`src/rtl/uarch_pkg.sv`:
```
// Shared micro-architecture types for the memory-side blocks.
// Holds the arbiter FSM states, ownership tags and strobe width.
package uarch_pkg;

    typedef enum logic [1:0] {
        ARB_IDLE,
        ARB_ISSUE,
        ARB_WAIT_R
    } arb_state_t;

    typedef enum logic {
        OWN_I,
        OWN_D
    } arb_owner_t;

    localparam int MEM_STRB_W = 8;

endpackage

```
`src/rtl/rr_arb2.sv`:
```
// Two-input round-robin picker between icache and dcache.
// Grant is combinational; history advances only on an accept.
module rr_arb2
    import uarch_pkg::*;
(
    input  logic       clk,
    input  logic       rst,
    input  logic       req_i,
    input  logic       req_d,
    input  logic       accept,
    output arb_owner_t grant
);

    arb_owner_t last_grant;

    always_comb begin
        grant = OWN_I;
        if (req_i && req_d) begin
            grant = (last_grant == OWN_I) ? OWN_D : OWN_I;
        end else if (req_d) begin
            grant = OWN_D;
        end
    end

    always_ff @(posedge clk) begin
        if (rst) begin
            last_grant <= OWN_I;
        end else if (accept) begin
            last_grant <= grant;
        end
    end

endmodule

```
`src/rtl/mem_arbiter.sv`:
```
// Shares one 64-bit memory port between icache and dcache.
// Round-robin, single outstanding transaction, response routed to owner.
module mem_arbiter
    import uarch_pkg::*;
#(
    parameter int ADDR_W  = 32,
    parameter int IDATA_W = 64,
    parameter int DDATA_W = 32,
    parameter int MEM_W   = 64
) (
    input  logic                  clk,
    input  logic                  rst,
    input  logic [ADDR_W-1:0]     icache_addr,
    input  logic                  icache_re,
    output logic [IDATA_W-1:0]    icache_dout,
    output logic                  icache_dout_val,
    output logic                  icache_stall,
    input  logic [ADDR_W-1:0]     dcache_addr,
    input  logic                  dcache_re,
    input  logic [3:0]            dcache_we,
    input  logic [DDATA_W-1:0]    dcache_din,
    output logic [DDATA_W-1:0]    dcache_dout,
    output logic                  dcache_dout_val,
    output logic                  dcache_stall,
    output logic [ADDR_W-1:0]     mem_addr,
    output logic                  mem_req,
    output logic [MEM_STRB_W-1:0] mem_wstrb,
    output logic [MEM_W-1:0]      mem_wdata,
    input  logic                  mem_gnt,
    input  logic [MEM_W-1:0]      mem_rdata,
    input  logic                  mem_rvalid
);

    arb_state_t            state;
    arb_state_t            state_n;
    arb_owner_t            owner_q;
    arb_owner_t            grant;
    logic [MEM_STRB_W-1:0] strb_q;
    logic                  hi_q;
    logic                  d_req;
    logic                  idle;
    logic                  accept;
    logic                  unused_lsb;

    // A nonzero strobe makes it a store even if dcache_re is also set
    assign d_req  = dcache_re || (dcache_we != 4'b0);
    assign idle   = (state == ARB_IDLE);
    assign accept = idle && (icache_re || d_req);

    assign icache_stall = icache_re && !(idle && grant == OWN_I);
    assign dcache_stall = d_req && !(idle && grant == OWN_D);

    assign mem_req   = (state == ARB_ISSUE);
    assign mem_wstrb = mem_req ? strb_q : '0;

    assign unused_lsb = ^{icache_addr[2:0], dcache_addr[1:0]};

    rr_arb2 u_rr (
        .clk    (clk),
        .rst    (rst),
        .req_i  (icache_re),
        .req_d  (d_req),
        .accept (accept),
        .grant  (grant)
    );

    always_ff @(posedge clk) begin
        if (rst) begin
            state <= ARB_IDLE;
        end else begin
            state <= state_n;
        end
    end

    always_comb begin
        state_n = state;
        unique case (state)
            ARB_IDLE: begin
                if (accept) state_n = ARB_ISSUE;
            end
            ARB_ISSUE: begin
                if (mem_gnt) begin
                    state_n = (strb_q != '0) ? ARB_IDLE : ARB_WAIT_R;
                end
            end
            ARB_WAIT_R: begin
                if (mem_rvalid) state_n = ARB_IDLE;
            end
            default: state_n = ARB_IDLE;
        endcase
    end

    always_ff @(posedge clk) begin
        if (rst) begin
            owner_q         <= OWN_I;
            mem_addr        <= '0;
            strb_q          <= '0;
            hi_q            <= 1'b0;
            mem_wdata       <= '0;
            icache_dout     <= '0;
            dcache_dout     <= '0;
            icache_dout_val <= 1'b0;
            dcache_dout_val <= 1'b0;
        end else begin
            icache_dout_val <= 1'b0;
            dcache_dout_val <= 1'b0;
            if (accept) begin
                owner_q <= grant;
                if (grant == OWN_I) begin
                    mem_addr <= {icache_addr[ADDR_W-1:3], 3'b000};
                    strb_q   <= '0;
                    hi_q     <= 1'b0;
                end else begin
                    mem_addr  <= {dcache_addr[ADDR_W-1:3], 3'b000};
                    hi_q      <= dcache_addr[2];
                    strb_q    <= dcache_addr[2] ? {dcache_we, 4'b0000}
                                                : {4'b0000, dcache_we};
                    mem_wdata <= {dcache_din, dcache_din};
                end
            end
            // Late responses outside WAIT_R never reach a requester
            if (state == ARB_WAIT_R && mem_rvalid) begin
                if (owner_q == OWN_I) begin
                    icache_dout     <= mem_rdata[IDATA_W-1:0];
                    icache_dout_val <= 1'b1;
                end else begin
                    dcache_dout     <= hi_q ? mem_rdata[MEM_W-1:DDATA_W]
                                            : mem_rdata[DDATA_W-1:0];
                    dcache_dout_val <= 1'b1;
                end
            end
        end
    end

endmodule

```
`config.mk`:
```
export PLATFORM = sky130hd
export DESIGN_NAME = mem_arbiter
export DESIGN_NICKNAME = d
export VERILOG_FILES = /design/src/rtl/uarch_pkg.sv /design/src/rtl/rr_arb2.sv /design/src/rtl/mem_arbiter.sv
export SDC_FILE = /design/constraint.sdc
export NUM_CORES = 1
export LEC_CHECK = 0
export CAP_MARGIN = 20
export CORE_AREA = 2 2 144 146
export DETAILED_ROUTE_END_ITERATION = 7
export DIE_AREA = 0 0 146 148
export GPL_TIMING_DRIVEN = 0
export PLACE_DENSITY_LB_ADDON = 0.12
export SYNTH_ARGS = -nofsm -noshare
export SYNTH_HDL_FRONTEND = slang
export SYNTH_SLANG_ARGS = --single-unit
```
`constraint.sdc`:
```
create_clock -name clk -period 5.5 [get_ports clk]
set_clock_uncertainty 0.05 [all_clocks]
set_input_delay 1.1 -clock clk [delete_from_list [all_inputs] [get_ports clk]]
set_output_delay 1.1 -clock clk [all_outputs]
set_load 0.02 [all_outputs]
```
==> After elaboration in Yosys (flattened, before gate mapping) <==
Cells that the tools add are included.
{ "word_totals": {"reg_bits": 206, "input_bits": 170, "output_inout_bits": 205, "word_cells": 52} }
{ "op_classes": {"eq_ne": 5, "n_mux": 15, "n_bitwise": 3, "reduce_logical": 19} }
{ "op_table": {"columns": ["operator", "n"], "rows": [
  ["2-to-1 mux 32 bit", 2],
  ["2-to-1 mux 8 bit", 3],
  ["2-to-1 mux 2 bit", 4],
  ["nonzero test 8 bit", 1],
  ["logical AND 1 bit", 7],
  ["one-hot mux 2 bit (3 select lines)", 1],
  ["AND reduction 2 bit", 3],
  ["2-to-1 mux 1 bit", 5],
  ["!= test 2 x 1 -> 1 bit (second input constant)", 2],
  ["nonzero test 4 bit", 1],
  ["NOT 1 bit", 3],
  ["AND reduction 3 bit", 1],
  ["== test 2 x 1 -> 1 bit (second input constant)", 1],
  ["== test 2 bit (second input constant)", 1],
  ["logical NOT 1 bit", 2],
  ["logical NOT 2 bit", 1],
  ["logical OR 1 bit", 2],
  ["!= test 2 bit (second input constant)", 1],
  ["OR reduction 2 bit", 1]
]} }

==> Longest topological paths before layout <==
Gate-level depths: netlist of run 1.
{ "logic_depth": {"ltp_word": 8, "mapped_depth": 7, "depth_no_buf": 4} }

==> By module <==
Synthesis of run 1 repeated with hierarchy kept, for this count alone.
{ "hier_totals": {"cells_unflattened": 816, "hier_area_um2": 7297.0} }
{ "by_module_without_submodules": {"columns": ["module", "instances", "cells_each", "area_per_inst_um2", "seq_area_each_um2"], "rows": [
  ["mem_arbiter", 1, 811, 7245.7, 3423.3],
  ["rr_arb2", 1, 5, 51.3, 20.0]
]} }

==> Worst setup path after synthesis of run 1 <==
Ideal clock, no wire load.
{ "synth_path": {"path_kind": "input to output", "from": "input port dcache_we[2]", "to": "output port dcache_stall", "arrival_time_ps": 2521, "required_ps": 4350, "slack_ps": 1829, "path_stages": 6, "n_path_buf": 3, "path_cell_list": "or4_1 buf_2 o211a_1 buf_6 buf_6 nor2_1"} }
{ "synth_between": {"elab_chain_cells": 7, "word_cells_on_any_way": 8, "classes_between": "2 x mux; 6 x reduce/logical"} }
{ "synth_rtl": {"columns": ["item", "line_no", "source"], "rows": [
  ["start, declared", "mem_arbiter.sv:20", "input logic [3:0] dcache_we,"],
  ["nonzero test 4 bit (*)", "mem_arbiter.sv:46", "assign d_req = dcache_re || (dcache_we != 4'b0);"],
  ["logical OR 1 bit (*)", "mem_arbiter.sv:46", null],
  ["2-to-1 mux 1 bit / logical AND 1 bit (equally long branches)", "rr_arb2.sv:20, rr_arb2.sv:18", null],
  ["2-to-1 mux 1 bit", "rr_arb2.sv:18", "if (req_i && req_d) begin"],
  ["logical AND 1 bit", "mem_arbiter.sv:51", "assign dcache_stall = d_req && !(idle && grant == OWN_D);"],
  ["logical NOT 1 bit", "mem_arbiter.sv:51", null],
  ["logical AND 1 bit (*)", "mem_arbiter.sv:51", null],
  ["end, declared", "mem_arbiter.sv:24", "output logic dcache_stall,"]
]} }
Every way passes the cells marked *; elsewhere a longest branch is shown, timed or not.

==> Worst setup path in the final report of run 1 <==
Ends and elaborated chain as after synthesis.

==> metrics.yaml, run 1 <==
yosys:
  synth_area_leader_cell: "dfxtp_1"
  most_numerous_cell_types_in_the_synthesized_netlist: "dfxtp_1, nand2_1, nor2_1"
  synth_seq_cells: 171
  syn_area_um2: 7080
  synthesis.yosys.warnings: 0
  synth_area_per_cell_um2: 8.92
  sequential_to_total_area_share_from_yosys_stat_pct: 48.4
  synthMostInstantiatedCell: "dfxtp_1"
  main_area_contributors_after_synthesis: "dfxtp_1, mux2i_1, nand2_1"
  postSynthCellCount: 793
  synth_ff_type: "dfxtp_1"
  synth_enable_flop_cells: 0
  synth.top_cell.area_share_pct: 48.4
  yosys.cell_types.count: 32
  async_reset_ff_share_pct: 0
clock_tree:
  tritoncts: "yes"
  clock-root-buffer: "clkbuf_16"
  cts_hold_repair.buffers: 0
  max_clock_buf_depth: 2
  clk-insertion-delay-late_ns: 0.42
  post-cts-setup-buffer-count: 0
  clk_pin_slew_worst_paths_ns: 0.06
  numClockSinks: 171
  cts_inserted_buffers: 17
  postCtsResizedCells: 0
  maximum_level_of_the_cts_h_tree: 4
drt:
  average_wire_length_per_cell_after_detail_routing_um: 17.4
  vias_per_cell: 4.71
  drtAntennaViolNets: 0
  detail_route.drc_violations: 0
  drt-initial-drc-count: 222
  route.final.wire_length_um: 25500
  firstDrtPassIters: 4
  route.vias.total: 6892
die:
  num_rows: 52
  floorplan.initialDensity_pct: 35.3
  die_width_um: 146
  die_area_um2: 21600
  floorplan_core_area_um2: 20000
  num_io_pins: 375
  die-height_um: 148
grt:
  grt.overflow.total: 0
  first_global_vias: 7094
  initial_antenna_violation_count: 1
  grt_first_pass_wirelength_um: 39400
  grt.busiest_layer: "met2"
  met3_usage_pct: 8.33
  grt.met2_usage_pct: 39.5
  grt_max_degree: 17
  groute.layer.met1.usage_pct: 27.5
  globalRouteTotalUtil_pct: 23.1
sta:
  max_slew.worst_pin.slew_ns: 0.813
  setup_slack_ns: 0.813
  totalNegativeSetupSlack_ns: 0
  worst_slew_margin_rel_pct: 45.8
  timing.final.max_slew_violations: 0
  setup_viol: 0
  max_freq_ghz: 0.213
  rsz0062_at_grt: "no"
  period_share_pct: 85.2
  final-hold-violation-count: 0
  post-route-min-period_ns: 4.69
status:
  status: "finished clean"
cells_and_area:
  final_cells: 1462
  areaGrowthSynthToFinish_pct: 64.6
  fin_util_pct: 58.1
  fin_nets: 1348
  final_design_area_no_fill_um2: 11600
  fraction_of_layout_cells_with_a_size_suffix_above_1_pct: 11.3
worst_setup_path:
  critical_path_buf_inv_count: 5
  critical_path_required_ns: 4.35
  cp_cell_sequence: "clkdlybuf4s50_1 > or4_1 > buf_2 > o211a_1 > buf_6 > buf_6 > nor2_1 > clkdlybuf4s50_1"
  arrival_ns: 3.54
  cp_slowest_cell: "clkdlybuf4s50_1"
  timing.critical_path.slowest_cell_delay_ns: 0.62
  rrSetupSlack_ns: 3.44
  worstSetupStartpointType: "input port"
  worstSetupPathType: "in -> out"
  critPathMaxFanout: 10
  worst_setup_path_end_kind: "output port"
  critPathTopFamily: "buffers and inverters"
place:
  numPortBuffers: 364
  gp_routability_congestion: 0.853
  place_area_um2: 11100
  dp_cell_count: 1429
  dp_hpwl_um: 19800
  pre_cts_slack_ns: 0.820
power_and_ir_drop:
  static-leakage-power_nw: 4.18
  vdd_drop_max_uv: 214
  power_density_nw_per_um2: 284
worst_hold_path:
  min-delay-path-class: "reg -> reg"
job:
  maxcap_viol_count: 0
report_power, final:
part           leakage (nW)  switching (W)  total [W]  internal [W]
Clock                 0.281       0.000528    0.00118      0.000651
Combinational          2.51       0.000380   0.000786      0.000406
Sequential             1.39      0.0000440    0.00135       0.00130
Total                  4.18       0.000952    0.00331       0.00236
worst reg2reg max path: stages, from the launching register on:
cell and delay, ns:
dfxtp_1 0.32, nand3b_1 0.22, nor2_1 0.62, clkbuf_1 0.49, nand2_1 0.14, a21oi_1 0.15
placed cells by master (no fill, tap or decap), drive strengths merged, types with 3 or more instances in the layout:
| cell type | Yosys | final |
|---|---|---|
| mux2i | 64 | 64 |
| buf | 59 | 59 |
| clkbuf | 39 | 59 |
| nand2 | 158 | 158 |
| and2 | 8 | 8 |
| a32oi | 8 | 8 |
| clkinv | 0 | 5 |
| dfxtp | 171 | 171 |
| nor2 | 109 | 109 |
| conb | 1 | 3 |
| inv | 2 | 7 |
| a21oi | 96 | 96 |
| a211oi | 61 | 61 |
| clkdlybuf4s50 | 0 | 364 |
path summary, 6_finish.rpt:
| kind | startpoint | to | cells past startpoint |
|---|---|---|---|
| setup reg to reg | state[0]$_SDFFE_PP0P_ | icache_dout[62]$_SDFFE_PP0P_ | 5 |
| setup / recovery | dcache_we[2] | dcache_stall | 8 |
| hold reg to reg | icache_dout[35]$_SDFFE_PP0P_ | icache_dout[35]$_SDFFE_PP0P_ | 2 |
| hold / removal | icache_dout[35]$_SDFFE_PP0P_ | icache_dout[35]$_SDFFE_PP0P_ | 2 |
registers in the layout (all words and copies together) (netlist names):
name,count
dcache_dout,32
dcache_dout_val,1
hi_q,1
icache_dout,64
icache_dout_val,1
mem_addr,29
mem_wdata,32
owner_q,1
state,2
strb_q,8
stage by stage:
stage | hold slack [ns] | power (W)
final | 0.403 | 0.00331
after global routing | 0.425 | 0.00346
after CTS | 0.407 | 0.00335
after detailed placement | 0.398 | 0.00217
after global placement | 0.392 | 0.00216
after floorplan | 0.409 | 0.00179
final cells by class:
type	instances	area (um2)
clock inverters	12	131
plain buffers	98	586
multi-input cells	524	3070
flip-flops and latches	171	3420
clock buffers	20	447
diodes	1	2.50
repair buffers	364	3640
inverters	2	7.51
well taps	270	338
fillers	1910	8390
layer usage:
layer	vias to the layer above	share of wire (%)
li1	3410	-
met1	3200	41
met2	261	49
met3	21	8.6
met4	0	1.4
met5	-	0
cell families (layout without fill, tap and decap cells):
family	count (synthesis)	count (layout)	synth area share, %
other	1	4	0.0530
flip-flops	171	171	48.4
buffers and inverters	100	496	8.38
AND/OR/NAND/NOR	285	285	15.9
multiplexers	64	64	9.05
AO/OA/AOI/OAI	172	172	18.3
Power figures use the tool's default switching activity.
==> run 2: changes to the inputs <==
--- a/config.mk
+++ b/config.mk
@@ -6,9 +6,9 @@
 export NUM_CORES = 1
 export LEC_CHECK = 0
 export CAP_MARGIN = 20
-export CORE_AREA = 2 2 144 146
+export CORE_AREA = 3 3 145 147
 export DETAILED_ROUTE_END_ITERATION = 7
-export DIE_AREA = 0 0 146 148
+export DIE_AREA = 0 0 148 150
 export GPL_TIMING_DRIVEN = 0
 export PLACE_DENSITY_LB_ADDON = 0.12
 export SYNTH_ARGS = -nofsm -noshare
==> metrics.yaml, run 2 (same netlist as run 1, synthesis figures left out) <==
status:
  status: "finished clean"  # unchanged
grt:
  grt_first_pass_wirelength_um: 38800  # was 39400 um
  initial_antenna_violation_count: 1  # unchanged
  first_global_vias: 6870  # was 7094
  grt_max_degree: 19  # was 17
  globalRouteTotalUtil_pct: 22.3  # was 23.1%
  grt.overflow.total: 0  # unchanged
sta:
  timing.final.max_slew_violations: 0  # unchanged
  post-route-min-period_ns: 4.65  # was 4.69 ns
  hold_ws_ns: 0.403  # about the same
  max_slew.worst_pin.slew_ns: 0.841  # was 0.813 ns
  setup_viol: 0  # unchanged
  final-hold-violation-count: 0  # unchanged
  rsz0062_at_grt: "no"  # unchanged
  period_share_pct: 84.6  # was 85.2%
  max_freq_ghz: 0.215  # was 0.213 GHz
  worst_slew_margin_rel_pct: 43.9  # was 45.8%
  totalNegativeSetupSlack_ns: 0  # unchanged
worst_setup_path:
  critPathTopFamily: "buffers and inverters"  # unchanged
  critical_path_buf_inv_count: 5  # unchanged
  critical_path_required_ns: 4.35  # about the same
  cp_slowest_cell: "clkdlybuf4s50_1"  # unchanged
  timing.critical_path.slowest_cell_delay_ns: 0.62  # about the same
  worst_setup_path_end_kind: "output port"  # unchanged
  cp_cell_sequence: "clkdlybuf4s50_1 > or4_1 > buf_2 > o211a_1 > buf_6 > buf_6 > nor2_1 > clkdlybuf4s50_1"  # unchanged
  worstSetupPathType: "in -> out"  # unchanged
  worstSetupStartpointType: "input port"  # unchanged
  arrival_ns: 3.50  # was 3.54 ns
  critPathMaxFanout: 10  # unchanged
place:
  dp_hpwl_um: 19900  # was 19800 um
  numPortBuffers: 364  # unchanged
  gp_routability_congestion: 0.816  # was 0.853
  dp_cell_count: 1429  # unchanged
  place_area_um2: 11100  # unchanged
cells_and_area:
  areaGrowthSynthToFinish_pct: 64.6  # about the same
  fin_util_pct: 58.1  # about the same
  commonest_cells_after_routing_fill_and_taps_aside: "clkdlybuf4s50_1, dfxtp_1, nand2_1"  # unchanged
  final_cells: 1462  # unchanged
  layout.filler_cells: 1870  # was 1910
  reg_top3: "icache_dout: 64 flops, dcache_dout: 32 flops, mem_wdata: 32 flops"  # unchanged
  final_design_area_no_fill_um2: 11600  # about the same
  fraction_of_layout_cells_with_a_size_suffix_above_1_pct: 11.4  # was 11.3%
  fin_nets: 1348  # unchanged
  mostFrequentLayoutCell: "clkdlybuf4s50_1"  # unchanged
  largest_register_ffs: 64  # unchanged
  top_register: "icache_dout"  # unchanged
clock_tree:
  clk-insertion-delay-late_ns: 0.42  # about the same
  numClockSinks: 171  # unchanged
  max_clock_buf_depth: 2  # unchanged
  clk_pin_slew_worst_paths_ns: 0.07  # was 0.06 ns
  tritoncts: "yes"  # unchanged
  post-cts-setup-buffer-count: 0  # unchanged
  postCtsResizedCells: 0  # unchanged
  clock-root-buffer: "clkbuf_16"  # unchanged
  cts_inserted_buffers: 17  # unchanged
  maximum_level_of_the_cts_h_tree: 4  # unchanged
  cts_hold_repair.buffers: 0  # unchanged
worst_hold_path:
  min-delay-path-class: "reg -> reg"  # unchanged
drt:
  detail_route.drc_violations: 0  # unchanged
  drtAntennaViolNets: 0  # unchanged
  route.vias.total: 6968  # was 6892
  vias_per_cell: 4.77  # was 4.71
  firstDrtPassIters: 5  # was 4
  route.final.wire_length_um: 25900  # was 25500 um
  average_wire_length_per_cell_after_detail_routing_um: 17.7  # was 17.4 um
  drt-initial-drc-count: 197  # was 222
die:
  die_area_um2: 22200  # was 21600 um2
  die_width_um: 148  # was 146 um
  num_io_pins: 375  # unchanged
  floorplan_core_area_um2: 20000  # unchanged
  num_rows: 52  # unchanged
  die-height_um: 150  # was 148 um
  floorplan.initialDensity_pct: 35.3  # unchanged
power_and_ir_drop:
  static-leakage-power_nw: 4.19  # was 4.18 nW
  power_density_nw_per_um2: 284  # about the same
  vdd_drop_max_uv: 223  # was 214 uV
job:
  maxcap_viol_count: 0  # unchanged
-- run 2: tightest hold or removal path, cell delays in order (launching register included) --
cell and delay, ns:
dfxtp_1 0.31, nand2_1 0.05, a21oi_1 0.05
-- run 2: final timing paths --
path                          startpoint  slack, ns  cells after the start                           to
max                         dcache_we[2]       0.85                      8                 dcache_stall
min          icache_dout[3]$_SDFFE_PP0P_       0.40                      2  icache_dout[3]$_SDFFE_PP0P_
max reg2reg        state[0]$_SDFFE_PP0P_       3.36                      5  dcache_dout[5]$_SDFFE_PP0P_
min reg2reg  icache_dout[3]$_SDFFE_PP0P_       0.40                      2  icache_dout[3]$_SDFFE_PP0P_
-- run 2: power by group --
group | internal (W) | total (W) | leakage, nW | switching [W]
Clock | 0.000606 | 0.00118 | 0.284 | 0.000573
Combinational | 0.000406 | 0.000786 | 2.51 | 0.000380
Sequential | 0.00130 | 0.00135 | 1.39 | 0.0000428
-- run 2: through the flow --
step | setup slack [ns] | power (W)
2_1_floorplan | 1.83 | 0.00179
4_1_cts | 0.835 | 0.00334
5_1_grt | 0.765 | 0.00346
3_5_place_dp | 0.852 | 0.00217
6_report | 0.846 | 0.00331
3_3_place_gp | 0.852 | 0.00216
-- run 2: final cells by class --
| cell class | instances | area (um2) | area share, % |
|---|---|---|---|
| clock inverter | 15 | 155 | 1.33 |
| inverter | 2 | 7.51 | 0.0645 |
| antenna | 1 | 2.50 | 0.0215 |
| clock buffer | 17 | 425 | 3.65 |
| timing repair buffer | 364 | 3640 | 31.3 |
| buffer | 98 | 586 | 5.03 |
| multi-input combinational | 524 | 3070 | 26.3 |
| tap | 270 | 338 | 2.90 |
| sequential | 171 | 3420 | 29.4 |
-- run 2: routing by layer --
layer / global-route usage (%) / up-vias / part of all wire, % / routed length (um)
met2: 37.6 / 283 / 48 / 12400
li1: - / 3419 / - / -
met4: 6.56 / 0 / 2.1 / 539
met1: 26.4 / 3237 / 40 / 10500
met3: 8.60 / 29 / 9.5 / 2460
met5: 0 / - / 0 / 0
